$ cat config.mk
export PLATFORM = sky130hd
export DESIGN_NAME = reg_bank_flat
export DESIGN_NICKNAME = d
export VERILOG_FILES = /design/src/rtl/reg_bank_pkg.sv /design/src/rtl/reg_bank_if.sv /design/src/rtl/reg_bank.sv /design/src/flat_wrapper.sv
export SDC_FILE = /design/constraint.sdc
export NUM_CORES = 1
export LEC_CHECK = 0
export ABC_CLOCK_PERIOD_IN_PS = 31000
export CAP_MARGIN = 20
export CORE_MARGIN = 2
export CORE_UTILIZATION = 64
export CTS_CLUSTER_SIZE = 16
export DETAILED_ROUTE_END_ITERATION = 10
export MAX_ROUTING_LAYER = met4
export PLACE_DENSITY = 0.88
export SETUP_SLACK_MARGIN = 0.05
export SLEW_MARGIN = 20
export SYNTH_ARGS = -nofsm -noshare
export SYNTH_HDL_FRONTEND = slang
export SYNTH_SLANG_ARGS = --single-unit
$ cat constraint.sdc
create_clock -name clk -period 31 [get_ports clk]
set_clock_uncertainty 0.1 [all_clocks]
set_input_delay 6.2 -clock clk [delete_from_list [all_inputs] [get_ports clk]]
set_output_delay 6.2 -clock clk [all_outputs]
set_load 0.05 [all_outputs]
$ cat src/rtl/reg_bank_pkg.sv
// ============================================================================
// Module      : reg_bank_pkg
// Description : Shared types and constants for the reg_bank register block.
// Revision    : 1.0 - initial release
// ============================================================================
`default_nettype none

package reg_bank_pkg;

   typedef enum logic [1:0] {
      OP_NOP  = 2'b00,
      OP_RD   = 2'b01,
      OP_WR   = 2'b10,
      OP_RSVD = 2'b11
   } reg_op_t;

   typedef enum logic [0:0] {
      ST_IDLE = 1'b0,
      ST_RESP = 1'b1
   } state_t;

   localparam int c_err_cnt_w = 16;

endpackage

`default_nettype wire

$ cat src/rtl/reg_bank_if.sv
// ============================================================================
// Module      : reg_bank_if
// Description : Request/response bus between a master and the reg_bank slave.
// Revision    : 1.0 - initial release
// ============================================================================
`default_nettype none

interface reg_bank_if
   import reg_bank_pkg::*;
#(
   parameter int DWIDTH = 32,
   parameter int AWIDTH = 8
);

   logic                  req_valid;
   logic                  req_ready;
   reg_op_t               req_op;
   logic [AWIDTH-1:0]     req_addr;
   logic [DWIDTH-1:0]     req_wdata;
   logic [DWIDTH/8-1:0]   req_wstrb;
   logic                  rsp_valid;
   logic                  rsp_ready;
   logic [DWIDTH-1:0]     rsp_rdata;
   logic                  rsp_err;

   modport master (
      output req_valid, req_op, req_addr, req_wdata, req_wstrb, rsp_ready,
      input  req_ready, rsp_valid, rsp_rdata, rsp_err
   );

   modport slave (
      input  req_valid, req_op, req_addr, req_wdata, req_wstrb, rsp_ready,
      output req_ready, rsp_valid, rsp_rdata, rsp_err
   );

endinterface

`default_nettype wire

$ cat src/rtl/reg_bank.sv
// ============================================================================
// Module      : reg_bank
// Description : Byte-writable register bank with a saturating error counter,
//               one transaction in flight, response one cycle after accept.
// Revision    : 1.0 - initial release
// ============================================================================
`default_nettype none

module reg_bank
   import reg_bank_pkg::*;
#(
   parameter int DWIDTH = 32,
   parameter int AWIDTH = 8,
   parameter int NREGS  = 8
) (
   input  logic       clk,
   input  logic       rst,
   reg_bank_if.slave  bus
);

   localparam int                c_nlanes   = DWIDTH / 8;
   localparam logic [AWIDTH-1:0] c_cnt_addr = AWIDTH'(NREGS);

   state_t                   r_state;
   state_t                   w_state_nxt;
   logic [DWIDTH-1:0]        r_regs [NREGS];
   logic [c_err_cnt_w-1:0]   r_err_cnt;
   logic [DWIDTH-1:0]        r_rdata;
   logic                     r_err;

   logic                     w_accept;
   logic                     w_is_reg;
   logic                     w_is_cnt;
   logic                     w_err;
   logic [DWIDTH-1:0]        w_sel;
   logic [DWIDTH-1:0]        w_merged;
   logic [DWIDTH-1:0]        w_cnt_data;
   logic [DWIDTH-1:0]        w_rdata;

   assign w_accept = (r_state == ST_IDLE) && bus.req_valid;
   assign w_is_cnt = (bus.req_addr == c_cnt_addr);

   always_comb begin
      w_sel    = '0;
      w_is_reg = 1'b0;
      for (int n = 0; n < NREGS; n++) begin
         if (bus.req_addr == AWIDTH'(n)) begin
            w_sel    = r_regs[n];
            w_is_reg = 1'b1;
         end
      end
   end

   always_comb begin
      w_err = 1'b0;
      if (bus.req_op == OP_RSVD)
         w_err = 1'b1;
      else if ((bus.req_op == OP_RD || bus.req_op == OP_WR) && !w_is_reg && !w_is_cnt)
         w_err = 1'b1;
   end

   if (DWIDTH >= c_err_cnt_w) begin : g_cnt_wide
      assign w_cnt_data = DWIDTH'(r_err_cnt);
   end else begin : g_cnt_narrow
      assign w_cnt_data = r_err_cnt[DWIDTH-1:0];
   end

   always_comb begin
      w_rdata = '0;
      if (bus.req_op == OP_RD && !w_err)
         w_rdata = w_is_reg ? w_sel : w_cnt_data;
   end

   // Addressed register with strobed lanes replaced by write data.
   for (genvar b = 0; b < c_nlanes; b++) begin : g_lane
      assign w_merged[b*8 +: 8] = bus.req_wstrb[b] ? bus.req_wdata[b*8 +: 8] : w_sel[b*8 +: 8];
   end

   always_ff @(posedge clk or posedge rst) begin
      if (rst)
         r_state <= ST_IDLE;
      else
         r_state <= w_state_nxt;
   end

   always_comb begin
      w_state_nxt = r_state;
      case (r_state)
         ST_IDLE: if (bus.req_valid) w_state_nxt = ST_RESP;
         ST_RESP: if (bus.rsp_ready) w_state_nxt = ST_IDLE;
         default: w_state_nxt = ST_IDLE;
      endcase
   end

   always_ff @(posedge clk or posedge rst) begin
      if (rst) begin
         r_rdata   <= '0;
         r_err     <= 1'b0;
         r_err_cnt <= '0;
         for (int n = 0; n < NREGS; n++)
            r_regs[n] <= '0;
      end else if (w_accept) begin
         r_rdata <= w_rdata;
         r_err   <= w_err;
         if (w_err) begin
            if (r_err_cnt != '1)
               r_err_cnt <= r_err_cnt + c_err_cnt_w'(1);
         end else if (bus.req_op == OP_WR && w_is_cnt) begin
            r_err_cnt <= '0;
         end
         if (bus.req_op == OP_WR && !w_err) begin
            for (int n = 0; n < NREGS; n++)
               if (bus.req_addr == AWIDTH'(n))
                  r_regs[n] <= w_merged;
         end
      end
   end

   assign bus.req_ready = (r_state == ST_IDLE);
   assign bus.rsp_valid = (r_state == ST_RESP);
   assign bus.rsp_rdata = r_rdata;
   assign bus.rsp_err   = r_err;

endmodule

`default_nettype wire

$ cat src/flat_wrapper.sv
// flat-port wrapper written by rule: the top's interface ports become plain ports
module reg_bank_flat import reg_bank_pkg::*;
#(
   parameter int DWIDTH = 32,
   parameter int AWIDTH = 8,
   parameter int NREGS  = 8
)
  (clk, rst, bus_req_valid, bus_req_op, bus_req_addr, bus_req_wdata, bus_req_wstrb, bus_rsp_ready, bus_req_ready, bus_rsp_valid, bus_rsp_rdata, bus_rsp_err);
  reg_bank_if #(.DWIDTH(DWIDTH), .AWIDTH(AWIDTH)) bus_i ();
  input  logic clk;
  input  logic rst;
  input wire logic [$bits(bus_i.req_valid)-1:0] bus_req_valid;
  input wire logic [$bits(bus_i.req_op)-1:0] bus_req_op;
  input wire logic [$bits(bus_i.req_addr)-1:0] bus_req_addr;
  input wire logic [$bits(bus_i.req_wdata)-1:0] bus_req_wdata;
  input wire logic [$bits(bus_i.req_wstrb)-1:0] bus_req_wstrb;
  input wire logic [$bits(bus_i.rsp_ready)-1:0] bus_rsp_ready;
  output wire logic [$bits(bus_i.req_ready)-1:0] bus_req_ready;
  output wire logic [$bits(bus_i.rsp_valid)-1:0] bus_rsp_valid;
  output wire logic [$bits(bus_i.rsp_rdata)-1:0] bus_rsp_rdata;
  output wire logic [$bits(bus_i.rsp_err)-1:0] bus_rsp_err;
  assign bus_i.req_valid = bus_req_valid;
  assign bus_i.req_op = bus_req_op;
  assign bus_i.req_addr = bus_req_addr;
  assign bus_i.req_wdata = bus_req_wdata;
  assign bus_i.req_wstrb = bus_req_wstrb;
  assign bus_i.rsp_ready = bus_rsp_ready;
  assign bus_req_ready = bus_i.req_ready;
  assign bus_rsp_valid = bus_i.rsp_valid;
  assign bus_rsp_rdata = bus_i.rsp_rdata;
  assign bus_rsp_err = bus_i.rsp_err;
  reg_bank #(.DWIDTH(DWIDTH), .AWIDTH(AWIDTH), .NREGS(NREGS)) u_core (.clk(clk), .rst(rst), .bus(bus_i));
endmodule
Word level (Yosys, flattened, before mapping) --
Index checks and enable logic that the tools add are counted.
Word-level totals: flip-flop bits (word level) 306, word-level logic and storage cells 78
Operators by class: $add $sub $neg 1, eq/ne operators 13, mux-type cells 30, bitwise logic cells 1, reduce and logical (&&, ||, !) cells 21
Operators with widths (count):
- $mux 32 | 10
- $mux 16 | 3
- $eq 8x3->1 const B | 4
- $mux 8 | 4
- $reduce_and 3->1 | 9
- $add 16x1->16 const B | 1
- $eq 8x2->1 const B | 2
- $ne 16x16->1 const B | 1
- $mux 1 | 12
- $eq 8x1->1 const B | 1
- $eq 8x4->1 const B | 1
- $logic_not 8->1 | 1
- $logic_and 1x1->1 | 6
- $eq 2x2->1 const B | 2
- $logic_not 1->1 | 3
- $eq 2x1->1 const B | 1
- $ne 2x2->1 const B | 1
- $pmux 1 s2 | 1
- $reduce_bool 2->1 | 1
- $logic_or 1x1->1 | 1
- $not 1->1 | 1

Longest topological paths before layout --
Gate-level depths: netlist of run 1.
depth in word-level cells 17, mapped depth 8, gate-level depth less buffers 7

Least setup slack after synthesis of run 1 --
No wires, ideal clock.
path kind input-to-reg, from input bus_req_addr[0], to register u_core.r_regs[170] (netlist bit), setup time 139 ps, arrival time 7900 ps, slack 22860 ps, stages 7, cell sequence clkbuf_1 > buf_2 > mux4_2 > mux2i_1 > nor2_1 > a21oi_1 > a21oi_1
On the way: longest elaborated chain between the ends 17
Ends and longest elaborated chain:
- start, declared | RTL line flat_wrapper.sv:14 | input wire logic [$bits(bus_i.req_addr)-1:0] bus_req_addr;
- $logic_not 8->1 | RTL line reg_bank.sv:47 | if (bus.req_addr == AWIDTH'(n)) begin
- $mux 1 (8 in a row) | RTL line reg_bank.sv:47
- $logic_not 1->1 | RTL line reg_bank.sv:58 | else if ((bus.req_op == OP_RD || bus.req_op == OP_WR) && !w_is_reg && !w_is_cnt)
- $logic_and 1x1->1 (2 in a row) | RTL line reg_bank.sv:58
- $mux 1 | RTL line reg_bank.sv:58
- $mux 1 | RTL line reg_bank.sv:56 | if (bus.req_op == OP_RSVD)
- $logic_not 1->1 | RTL line reg_bank.sv:111 | if (bus.req_op == OP_WR && !w_err) begin
- $logic_and 1x1->1 | RTL line reg_bank.sv:111
- $reduce_and 3->1 (no source line)
- end signal, assigned by index | RTL line reg_bank.sv:114 | r_regs[n] <= w_merged;
- end, declared | RTL line reg_bank.sv:26 | logic [DWIDTH-1:0] r_regs [NREGS];
Parallel ways exist; a longest one is shown, timed or not. A chain may end at the register's enable or synchronous reset.

Worst setup path after layout of run 1 --
from input bus_req_addr[7], to register u_core.r_regs[31] (netlist bit)
Same word-level chain as after synthesis.

==> summary by stage, run 1 <==
Power and ir drop
The cell area power density is 54.9 mW/mm2. Net switching is a little under a quarter of the power. The fraction of power consumed by the clock network is 43.8%.

For this design the total switching power over the nets is 202 uW. Of the total power, combinational logic draws 7.2%. The worst vdd rail ir drop is 0.0000459 V. Sequential cells account for 49.0% of the total power. Internal power comes to 649 uW. The static power due to leakage is roughly 0.007 uW.

Synthesis
The number of standard cells after synthesis is 1252. In this run, synthesis inferred 0 flip-flops with an integrated enable. The post-synthesis instance area is ~0.014 mm2. Yosys printed 0 warnings. The total nets after synthesis is about 1300. The mean instance size in the synthesized netlist is approximately 11 um2. The number of different library cells in the post-synthesis netlist is 47. The synthesized flop and latch total is 306. After synthesis, the share of flip-flops with an asynchronous set or reset is 100%.

The main flop type after synthesis is sky130_fd_sc_hd__dfrtp_1. For this run, the register share of the synthesized area comes to 56.4%.

Clock network
In this run the number of H-tree levels came out at 1. For the worst-skew pair, the clock arrives at the later sink with an insertion delay of 0.55 ns. The hold-fix buffer count after cts is 0.

Counting along the longest clock path gives a buffer depth of 3. The TritonCTS clock tree is built. The clock drives 306 sinks. The CTS buffer count is 31. The count of buffers added by post-CTS timing repair for setup is 0.

The number of gates resized after cts is 0. The tree is rooted in a sky130_fd_sc_hd__clkbuf_16. Clock-pin slew was measured on the worst setup and hold paths at 0.07 ns.

Timing
The final hold slack is about 0.38 ns. For this run, the top clock speed supported by timing is 103 MHz. The setup-violating endpoint count in the final report is 0. Measured against its own limit, the worst slew margin works out to 21.5%. For the pin with the worst max-slew slack, the measured transition is between 1 and 1.5 ns.

For the final routed database, the setup TNS stands at 0 ns. The count of pins over their slew limit is 0. The final critical path takes up 31.3% of the cycle. Setup repair after global routing left no endpoint under its margin. The post-route minimum period is 9.70 ns. The number of endpoints with negative hold slack in the final report was 0.

Layout
The most frequent standard cell in the layout excluding fill and tap cells is sky130_fd_sc_hd__dfrtp_1. Once layout is done, the placed cells without fillers occupy between 0.015 and 0.02 mm2. The library cells used most frequently in the layout, excluding fill and tap cells, are sky130_fd_sc_hd__dfrtp_1 (306), sky130_fd_sc_hd__nor2_1 (296), sky130_fd_sc_hd__a21oi_1 (285). The finished layout holds 1591 standard cells, fillers aside. The fraction of layout cells with a size suffix above 1 is 11.9%. The number of antenna diodes in the final layout is 0.

The final-layout fill cell count is 1350. The total number of nets in the final design is 1351. The share of the core filled with cells in the final layout is 74.0%. Relative to the synthesized area, the layout overhead comes to 14.1%.

Die
The site row count is 53. Measured along the y axis, the die boundary spans roughly 150 um. The core area is 0.0210 mm2.

The die covers around 0.022 mm2. The initial core utilization is about two thirds. In this run the count of I/O pins placed on the die edge is 85. Measured along the x axis, the die boundary spans 150 um.

Critical path
The delay of the slowest critical-path stage is 1.11 ns. The arrival time at the worst endpoint is around 10 ns. The critical path goes through clkdlybuf4s50_1, nor4_4, nand2b_1, nor3_2, buf_4, nand2_1, mux2_2. The launching element of the worst setup path is bus_req_addr[7]. The minimum setup slack among reg-to-reg paths is roughly 27 ns. The critical path contains buffers and inverters numbering 2 combined.

The maximum fanout count along the critical path is 39. The worst setup path is captured at a register. Data on the critical path is required at its endpoint by ~31 ns. The worst register-to-register path begins at u_core.bus.rsp_valid$_DFF_PP0_. STA classifies the critical path startpoint as an input pin.

The kind of critical path is in -> reg. Measured in cells, the most critical reg-to-reg path has a length of 6. On the critical path, the stage with the largest delay is an instance of sky130_fd_sc_hd__nor3_2. The capture instance of the worst register-to-register path is u_core.r_regs[31]$_DFFE_PP0P_. The cell family contributing the most delay on the critical path is simple AND/OR/NAND/NOR gates.

Placed design
The final RePlAce weighted congestion is 0.832. The placed instances occupy a cell area of approximately 0.014 mm2. After detailed placement, the design holds a cell count of 1538. Summed over all nets, the half-perimeter wirelength after detailed placement is a little under 20000 um. Input and output buffers added on the ports amount to between 80 and 90.

Drt
The post-route antenna net violation count is 0. The overall routed net length is approximately 34000 um. The final route contains slightly above 10000 vias. The first-pass iteration count of the detailed router is 5.

After detailed routing, the average wire length per cell comes to 21.4 um. The number of vias per cell after detailed routing is 6.45. The detailed router finished its first iteration with 854 violations.

The post-detailed-route DRC marker count is 0.

Min path
Counting instances, the worst hold path has a depth of 2. The path class of the tightest hold or removal check is reg -> reg. The worst hold path endpoint is u_core.bus.rsp_rdata[31]$_DFFE_PP0P_. In this run the most critical hold path is launched from u_core.bus.rsp_rdata[31]$_DFFE_PP0P_.

Job
Across the run, the number of max-cap violations was 0.

Global routing
The global-route wire length before repair is 54500 um. The number of global-route vias before repair is 10700. Summed over all layers, the global routing overflow is 0. Across every metal layer, demand over resource in global routing totals 32.3%. Entering global routing, the biggest net connects 158 pins. The initial antenna violation count came to 0.

Status
The flow ran to the end, and the final reports show no timing, DRC or antenna violations.
## power by group through the flow
stage                     combinational, uW  sequential (uW)  clock (uW)
after floorplan                        36.9              426           0
after global placement                 59.6              423           0
after detailed placement               61.0              424           0
after CTS                              61.7              417         373
after global routing                   67.1              418         391
final                                  61.6              417         373
## layout make-up
cell class,instances,area [um2],area share [%]
flip-flops and latches,306,7660,49.4
multi-input cells,850,5490,35.4
repair buffers,101,967,6.24
clock buffers,41,863,5.57
well taps,275,344,2.22
clock inverters,11,136,0.880
inverters,7,38.8,0.250
## tightest hold or removal path: stages, from the launching register on
cell	delay, ns
sky130_fd_sc_hd__dfrtp_1	0.35
sky130_fd_sc_hd__nand2_1	0.05
sky130_fd_sc_hd__o21ai_0	0.06
## per-layer routing
layer  vias to the layer above  share of wire (%)  global-route usage [%]
li1                       4504                  -                       -
met1                      5120                 38                    42.3
met2                       522                 50                    50.6
met3                       116                8.3                    5.67
met4                         0                3.7                    13.8
met5                         -                  0                       -
## logic make-up (layout without fill, tap and decap cells)
| family | count (synthesis) | in the layout | synth area share (%) |
|---|---|---|---|
| XOR/XNOR | 5 | 5 | 0.322 |
| AND/OR/NAND/NOR | 388 | 388 | 12.6 |
| flip-flops | 306 | 306 | 56.4 |
| AO/OA/AOI/OAI | 350 | 350 | 13.5 |
| adder cells (fa/ha/maj) | 4 | 4 | 0.368 |
| buffers and inverters | 96 | 160 | 3.28 |
| multiplexers | 103 | 103 | 13.6 |
## Yosys cell counts (5+ instances only)
master	n	area [um2]
sky130_fd_sc_hd__nand3_1	12	60.1
sky130_fd_sc_hd__o21ai_0	36	180
sky130_fd_sc_hd__mux2i_1	34	340
sky130_fd_sc_hd__mux4_2	64	1440
sky130_fd_sc_hd__nand2b_1	5	31.3
sky130_fd_sc_hd__nand2_1	33	124
sky130_fd_sc_hd__buf_2	29	145
sky130_fd_sc_hd__a21oi_1	285	1430
sky130_fd_sc_hd__inv_1	7	26.3
sky130_fd_sc_hd__nor3_4	5	81.3
sky130_fd_sc_hd__clkbuf_1	44	165
sky130_fd_sc_hd__buf_4	11	82.6
sky130_fd_sc_hd__nor2_1	296	1110
sky130_fd_sc_hd__nand4_1	8	50.1
sky130_fd_sc_hd__a22oi_1	16	120
sky130_fd_sc_hd__dfrtp_1	306	7660
## state kept, by name, indices dropped and copies added, names as in the netlist
signal and count:
u_core.bus.rsp_err 1, u_core.bus.rsp_rdata 32, u_core.r_regs 256, u_core.bus.rsp_valid 1, u_core.r_err_cnt 16
## worst max path at each step
| stage | slack (ns) | endpoint | cells past startpoint |
|---|---|---|---|
| finish | 21.30 | u_core.r_regs[31]$_DFFE_PP0P_ | 7 |
| global route | 21.09 | u_core.r_regs[31]$_DFFE_PP0P_ | 7 |
| CTS | 21.43 | u_core.r_regs[31]$_DFFE_PP0P_ | 7 |
| detailed placement | 20.89 | u_core.r_regs[31]$_DFFE_PP0P_ | 7 |
| global placement | 21.04 | u_core.r_regs[24]$_DFFE_PP0P_ | 7 |
| floorplan | 16.24 | u_core.bus.rsp_err$_DFFE_PP0P_ | 1 |
## per-stage QoR
stage	setup WS [ns]	power [uW]
4_1_cts	21.43	851
5_1_grt	21.09	876
3_3_place_gp	21.04	483
6_report	21.30	851
3_5_place_dp	20.89	485
2_1_floorplan	16.24	462
Power figures use the tool's default switching activity.
==> run 2, diff against run 1 <==
--- a/config.mk
+++ b/config.mk
@@ -5,14 +5,14 @@
 export SDC_FILE = /design/constraint.sdc
 export NUM_CORES = 1
 export LEC_CHECK = 0
-export ABC_CLOCK_PERIOD_IN_PS = 31000
+export ABC_CLOCK_PERIOD_IN_PS = 8150
 export CAP_MARGIN = 20
 export CORE_MARGIN = 2
-export CORE_UTILIZATION = 64
+export CORE_UTILIZATION = 54
 export CTS_CLUSTER_SIZE = 16
 export DETAILED_ROUTE_END_ITERATION = 10
 export MAX_ROUTING_LAYER = met4
-export PLACE_DENSITY = 0.88
+export PLACE_DENSITY = 0.8
 export SETUP_SLACK_MARGIN = 0.05
 export SLEW_MARGIN = 20
 export SYNTH_ARGS = -nofsm -noshare
==> constraint.sdc (replaced) <==
create_clock -name clk -period 8.15 [get_ports clk]
set_clock_uncertainty 0.1 [all_clocks]
set_input_delay 1.63 -clock clk [delete_from_list [all_inputs] [get_ports clk]]
set_output_delay 1.63 -clock clk [all_outputs]
set_load 0.05 [all_outputs]
==> run 2 against run 1 <==
  * Critical path type unchanged
  * Global-route usage is 5.0 points lower
  * Clock power grew to 3.9 times the previous value
  * Power grew to 3.9 times the previous value
  * Sequential share of layout area is 0.44 points lower
==> summary by stage, run 2 (same netlist as run 1, synthesis figures left out) <==
Status
The run finished with clean final reports.

Timing
Setup repair after global routing left no endpoint under its margin. The count of pins over their slew limit is 0. For the pin with the worst max-slew slack, the measured transition is just under 1 ns.

Across all setup checks in the final design, the least slack found is around 3.3 ns. In this run the tightest slew margin relative to its limit is about a third. The summed negative setup slack over all endpoints is 0 ns.

The tightest hold path in the finished design has a slack of 0.377 ns. The post-route minimum period is 4.84 ns. Static timing analysis puts the maximum clock frequency at 207 MHz.

Setup violations remaining at the end of the flow were counted as 0. The number of endpoints with negative hold slack in the final report was 0. Of the available clock period, the critical path in the final layout requires 59.3%.

Drt
The post-detailed-route DRC marker count is 0. The detailed router finished its first iteration with 1081 violations. The overall routed net length is 33900 um.

The first-pass iteration count of the detailed router is 6. The total via count after detailed routing is 10200. The post-route antenna net violation count is 0. The number of vias per cell after detailed routing is 6.20. In the final routed layout, each cell accounts on average for 20.5 um.

Critical path
The worst register-to-register path ends at u_core.r_regs[1]$_DFFE_PP0P_. The kind of critical path is in -> reg. At the worst endpoint, the arrival time is about 5.2 ns. The required time of the worst setup path is 8.48 ns. The minimum setup slack among reg-to-reg paths is approximately 4.6 ns.

STA classifies the critical path endpoint as a register. STA classifies the critical path startpoint as an input pin. In this run the worst path has a maximum fanout of 43. The worst register-to-register path begins at u_core.bus.rsp_valid$_DFF_PP0_. The number of cells traversed by the worst register-to-register path is 6.

Die
The total I/O pin count is 85. The core area is 0.0250 mm2. The height of the die is roughly 160 um. After floorplanning, the core was divided into 58 placement rows. The horizontal extent of the die is 163 um. The initial utilization of the core area, before any placement, comes to 54.4%.

The floorplan step defined a die boundary enclosing 0.0264 mm2.

Placed design
The port buffer count is 84. After detailed placement, the total cell area comes to 0.0146 mm2. At the end of routability-driven placement, the weighted congestion stood at 0.818.

Detailed placement ended at an HPWL of 20200 um. Timing analysis after detailed placement gives a worst setup slack of 2.82 ns.

Layout
In the final layout, the multi-input gates occupy 0.00550 mm2. Ranked by flip-flop count, first place goes to u_core.r_regs. The growth of design area from synthesis to finish is 15.1%. In the layout the commonest cells are sky130_fd_sc_hd__dfrtp_1 (306), sky130_fd_sc_hd__nor2_1 (296), sky130_fd_sc_hd__a21oi_1 (285).

Across the whole layout, storage elements account for 0.00766 mm2. In the final design database the tool counted around 1400 nets. Counting the fill cells in the layout gives 1890. 0 antenna diodes ended up in the layout.

The cell area after layout is approximately 0.016 mm2. In the final layout, the share of cells above drive strength 1 is 11.7%. Leaving out fill and tap cells, the most frequent cell in the layout is sky130_fd_sc_hd__dfrtp_1. The register with the most flip-flops in the layout has roughly 260 of them.

Global routing
The global-route wire length before repair is 55000 um. Global routing used 3.87% of the available met3 tracks. The initial antenna violation count came to 0.

The combined global-route utilization of all metal layers is 27.3%. The number of global-route vias before repair is around 10000. The met1 track demand over resource in global routing is a little under two fifths. Global routing consumed, on the met2 layer, a little over two fifths of the routing resources. For this run the aggregate overflow at the end of global routing stands at 0. Entering global routing, the biggest net connects a little under 200 pins. The highest-utilization routing layer at the global route stage is met2.

Min path
The worst hold path endpoint is u_core.bus.rsp_rdata[28]$_DFFE_PP0P_. The tightest min-delay check is of the reg -> reg type. Counting instances, the worst hold path has a depth of 2.

The worst hold path begins at u_core.bus.rsp_rdata[28]$_DFFE_PP0P_.

Power and ir drop
After layout, the design draws a total of 3280 uW. In this run, flip-flops and latches consume 48.3% of the power. The fraction of power consumed by the clock network is roughly 45%. The internal portion of the total power is 2520 uW. Combinational logic burns between 7 and 8% of the power.

The cell area power density is 210 mW/mm2. The analysis attributes to cell leakage a power of 0.00708 uW. The switching part of the total is 23.3%. The worst-case IR drop observed on VDD is 0.000166 V. The analysis attributes to net switching a power of between 700 and 800 uW.

Clock network
The latest clock arrival within the worst-skew pair is 0.56 ns. The hold-fix buffer count after cts is 0. The TritonCTS clock tree is built.

The CTS buffer count is 31. The tree is rooted in a sky130_fd_sc_hd__clkbuf_16. The count of buffers added by post-CTS timing repair for setup is 0. The clock net in this run drives a total of between 300 and 400 sinks. The number of H-tree branching levels is 1.

The clock-pin slew of the registers on the worst-case setup and hold paths is 0.06 ns. The number of gates resized after cts is 0. Counting along the longest clock path gives a buffer depth of 3.

Job
Across the run, the number of max-cap violations was 0.
run 2: worst max-delay path by stage:
stage	start	depth (start not counted)	slack, ns	to
6_report	bus_req_addr[7]	7	3.31	u_core.r_regs[1]$_DFFE_PP0P_
4_1_cts	bus_req_addr[7]	7	3.36	u_core.r_regs[1]$_DFFE_PP0P_
3_3_place_gp	bus_req_addr[7]	7	2.91	u_core.r_regs[1]$_DFFE_PP0P_
5_1_grt	bus_req_addr[7]	7	3.06	u_core.r_regs[1]$_DFFE_PP0P_
2_1_floorplan	rst	1	2.35	u_core.bus.rsp_err$_DFFE_PP0P_
3_5_place_dp	bus_req_addr[7]	7	2.82	u_core.r_regs[1]$_DFFE_PP0P_
run 2: final cells by class:
cell class              instances  area share [%]
flip-flops and latches        306            49.0
repair buffers                101            6.32
clock inverters                10            1.02
multi-input cells             850            35.1
well taps                     330            2.64
clock buffers                  46            5.70
inverters                       7           0.192
run 2: routing by layer:
layer  vias to the layer above  wire, um
li1                       4518         -
met1                      5149     14000
met2                       494     16300
met3                        63      2790
met4                         0       767
met5                         -         0
run 2: critical path, cell delays in order:
cell	delay [ns]
sky130_fd_sc_hd__clkdlybuf4s50_1	0.44
sky130_fd_sc_hd__nor4_4	0.51
sky130_fd_sc_hd__nand2b_1	0.57
sky130_fd_sc_hd__nor3_2	0.97
sky130_fd_sc_hd__buf_4	0.55
sky130_fd_sc_hd__nand2_1	0.14
sky130_fd_sc_hd__mux2_4	0.32
run 2: power groups by stage:
stage / registers (uW) / logic [uW] / clock network, uW
floorplan: 1620 / 141 / 0
global placement: 1610 / 229 / 0
detailed placement: 1610 / 235 / 0
CTS: 1590 / 236 / 1480
global route: 1590 / 258 / 1550
finish: 1590 / 237 / 1460
run 2: through the flow:
| stage | utilization (%) | cells |
|---|---|---|
| after floorplan | - | 1252 |
| after global placement | 58.3 | 1593 |
| after detailed placement | 58.3 | 1593 |
| after CTS | 62.5 | 1649 |
| after global routing | 62.6 | 1650 |
| final | 62.6 | 1650 |
==> run 3, diff against run 2 <==
--- a/config.mk
+++ b/config.mk
@@ -5,7 +5,7 @@
 export SDC_FILE = /design/constraint.sdc
 export NUM_CORES = 1
 export LEC_CHECK = 0
-export ABC_CLOCK_PERIOD_IN_PS = 8150
+export ABC_CLOCK_PERIOD_IN_PS = 4300
 export CAP_MARGIN = 20
 export CORE_MARGIN = 2
 export CORE_UTILIZATION = 54
==> constraint.sdc (replaced) <==
create_clock -name clk -period 4.3 [get_ports clk]
set_clock_uncertainty 0.1 [all_clocks]
set_input_delay 0.86 -clock clk [delete_from_list [all_inputs] [get_ports clk]]
set_output_delay 0.86 -clock clk [all_outputs]
set_load 0.05 [all_outputs]
==> run 3 against run 2 <==
  * First-iteration DRC count shrank 5.6%
  * Clock power grew 91%
  * Critical endpoint is now u_core.r_regs[159]$_DFFE_PP0P_
  * Highest routed layer unchanged
  * Cell area grew 1.1%
  * Critical path type unchanged
==> summary by stage, run 3 (same netlist as run 1, synthesis figures left out) <==
Status
The flow ran to the end, and the final reports show no timing, DRC or antenna violations.

Die
Pin placement for this block handled 85 I/O pins. The horizontal extent of the die is 163 um. The die covers 0.0264 mm2. The initial utilization of the core area, before any placement, comes to a little over half.

The floorplan has 58 rows. The height of the die is 163 um. In this run the standard cell core region covers ~0.025 mm2.

Global routing
The number of global-route vias before repair is 10300. Entering global routing, the biggest net connects about 110 pins. The total overflow reported by the global router is 0.

Global routing used 27.0% of the available tracks. The global-route wire length before repair is 54600 um. The initial antenna violation count is 0.

Clock network
Buffers inserted to repair hold after CTS numbered 0. The number of H-tree branching levels is 1. The later pin in the worst-skew pair is clocked with a latency of 0.55 ns.

After clock tree synthesis, the clock-pin slew on the worst setup and hold paths is 0.07 ns. The buffer cell driving the clock tree root is sky130_fd_sc_hd__clkbuf_16. The number of gates resized after cts is 0. The CTS buffer count is 30.

The count of buffers added by post-CTS timing repair for setup is 0. TritonCTS built the clock tree. The clock tree buffer depth is 3. The sink count of the clock tree is 306.

Drt
The detailed router finished its first iteration with 1020 violations. The post-detailed-route DRC marker count is 0. Across all layers, the routed design uses 10100 vias. The first-pass iteration count of the detailed router is 6. Summed over all layers, the routed wires come to 33500 um. Once detail routing completed, the nets flagged for antenna violations numbered 0. After detailed routing, the number of vias per cell comes to 6.08.

After detailed routing, the average wire length per cell comes to 20.1 um.

Timing
The number of endpoints with negative hold slack in the final report is 0. Setup repair after global routing left no endpoint under its margin. The post-route minimum period is about 3.3 ns.

The maximum clock frequency is around 300 MHz. Hold timing on the final database bottoms out at a slack of 0.380 ns. The worst-margin pin slew is 1.00 ns. The worst path uses about 76% of the clock period. The count of pins over their slew limit came to 0. The post-route worst setup slack is 1.04 ns.

The worst pin sits at a relative slew slack of around a third. The setup-violating endpoint count in the final report is 0.

Placed design
At the end of routability-driven placement, the weighted congestion stood at 0.839. In this run the tool buffered the top-level ports with 84 buffer cells. The worst slack at placement is 0.622 ns. Once detailed placement completed, the half-perimeter wirelength came to 20500 um.

Power and ir drop
The static power due to leakage is between 0.007 and 0.008 uW. The cell area power density is a little under 400 mW/mm2. VDD sags by at most 0.000298 V.

Critical path
The capturing element type of the critical path is a register. STA classifies the critical path startpoint as an input pin. The endpoint identified for the worst register-to-register timing path is u_core.r_regs[3]$_DFFE_PP0P_. Counting cells, the worst reg-to-reg path comes to 7. The worst register-to-register path has a setup slack of 1.79 ns.

In this run the critical register-to-register path is launched from u_core.bus.rsp_valid$_DFF_PP0_. For the worst setup path, the data arrival time is 3.56 ns. Data on the critical path is required at its endpoint by 4.60 ns. The kind of critical path is in -> reg.

In this run the worst path has a maximum fanout of 33.

Min path
The worst hold path endpoint is u_core.bus.rsp_rdata[26]$_DFFE_PP0P_. The worst hold path begins at u_core.bus.rsp_rdata[26]$_DFFE_PP0P_. Along the worst hold path, the cell count comes to 2. The class of the worst hold path is reg -> reg.

Layout
The total number of nets in the final design is 1365. The top register by number of flip-flops is u_core.r_regs. The growth of design area from synthesis to finish is 16.4%. Cells with a size suffix above 1 make up 13.3% of the layout. The area of the multi-input gates is 0.00549 mm2.

The library cell used most frequently in the layout, excluding fill and tap cells, is sky130_fd_sc_hd__dfrtp_1. The flip-flop count of the largest register, all copies and words added is 256. The top cell types in the final layout, fill and taps aside, are sky130_fd_sc_hd__dfrtp_1 (306), sky130_fd_sc_hd__nor2_1 (296), sky130_fd_sc_hd__a21oi_1 (285). The number of antenna cells inserted is 0. The area occupied by registers is 0.00766 mm2. The final-layout fill cell count is roughly 1800.

Job
The number of violations of the max-capacitance limit is 0.
[run 3: worst max-delay path by stage]
stage | end | from | slack, ns
after floorplan | u_core.bus.rsp_err$_DFFE_PP0P_ | rst | -0.73
after global placement | u_core.r_regs[184]$_DFFE_PP0P_ | bus_req_addr[1] | 0.71
after detailed placement | u_core.r_regs[215]$_DFFE_PP0P_ | bus_req_addr[1] | 0.62
after CTS | u_core.r_regs[191]$_DFFE_PP0P_ | bus_req_addr[1] | 1.06
after global routing | u_core.r_regs[159]$_DFFE_PP0P_ | bus_req_addr[1] | 0.95
final | u_core.r_regs[159]$_DFFE_PP0P_ | bus_req_addr[1] | 1.04
[run 3: layout make-up]
cell class              count  area share, %
flip-flops and latches    306           48.4
multi-input cells         850           34.7
repair buffers            116           7.31
clock buffers              39           5.48
well taps                 330           2.61
clock inverters            17           1.28
inverters                   7          0.190
[run 3: metal layers]
| layer | GRT usage (%) | wire (um) | vias to the layer above | share of wire (%) |
|---|---|---|---|---|
| met1 | 36.8 | 13900 | 5060 | 42 |
| li1 | - | - | 4527 | - |
| met4 | 7.36 | 690 | 0 | 2.1 |
| met5 | - | 0 | - | 0 |
| met3 | 4.13 | 2720 | 72 | 8.1 |
| met2 | 43.2 | 16200 | 469 | 48 |
[run 3: where the power goes]
| group | switching (uW) | leakage (uW) | internal (uW) |
|---|---|---|---|
| Clock | 1120 | 0.000526 | 1660 |
| Combinational | 286 | 0.00240 | 168 |
| Sequential | 63.5 | 0.00424 | 2940 |
[run 3: worst max-delay path, stage by stage]
cell and delay (ns):
sky130_fd_sc_hd__buf_2 0.74, sky130_fd_sc_hd__buf_4 0.39, sky130_fd_sc_hd__buf_4 0.24, sky130_fd_sc_hd__mux4_2 0.34, sky130_fd_sc_hd__mux2i_1 0.22, sky130_fd_sc_hd__nor2_1 0.07
sky130_fd_sc_hd__a21oi_1 0.50, sky130_fd_sc_hd__a21oi_1 0.20
[run 3: per-stage QoR]
| stage | total power, uW | TNS [ns] | instances | utilization, % | instance area (um2) |
|---|---|---|---|---|---|
| 3_3_place_gp | 3500 | 0 | 1609 | 59.1 | 14700 |
| 6_report | 6250 | 0 | 1665 | 63.3 | 15800 |
| 4_1_cts | 6280 | 0 | 1665 | 63.3 | 15800 |
| 5_1_grt | 6460 | 0 | 1665 | 63.3 | 15800 |
| 2_1_floorplan | 3330 | -223.68 | 1252 | - | 13600 |
| 3_5_place_dp | 3510 | 0 | 1609 | 59.1 | 14700 |
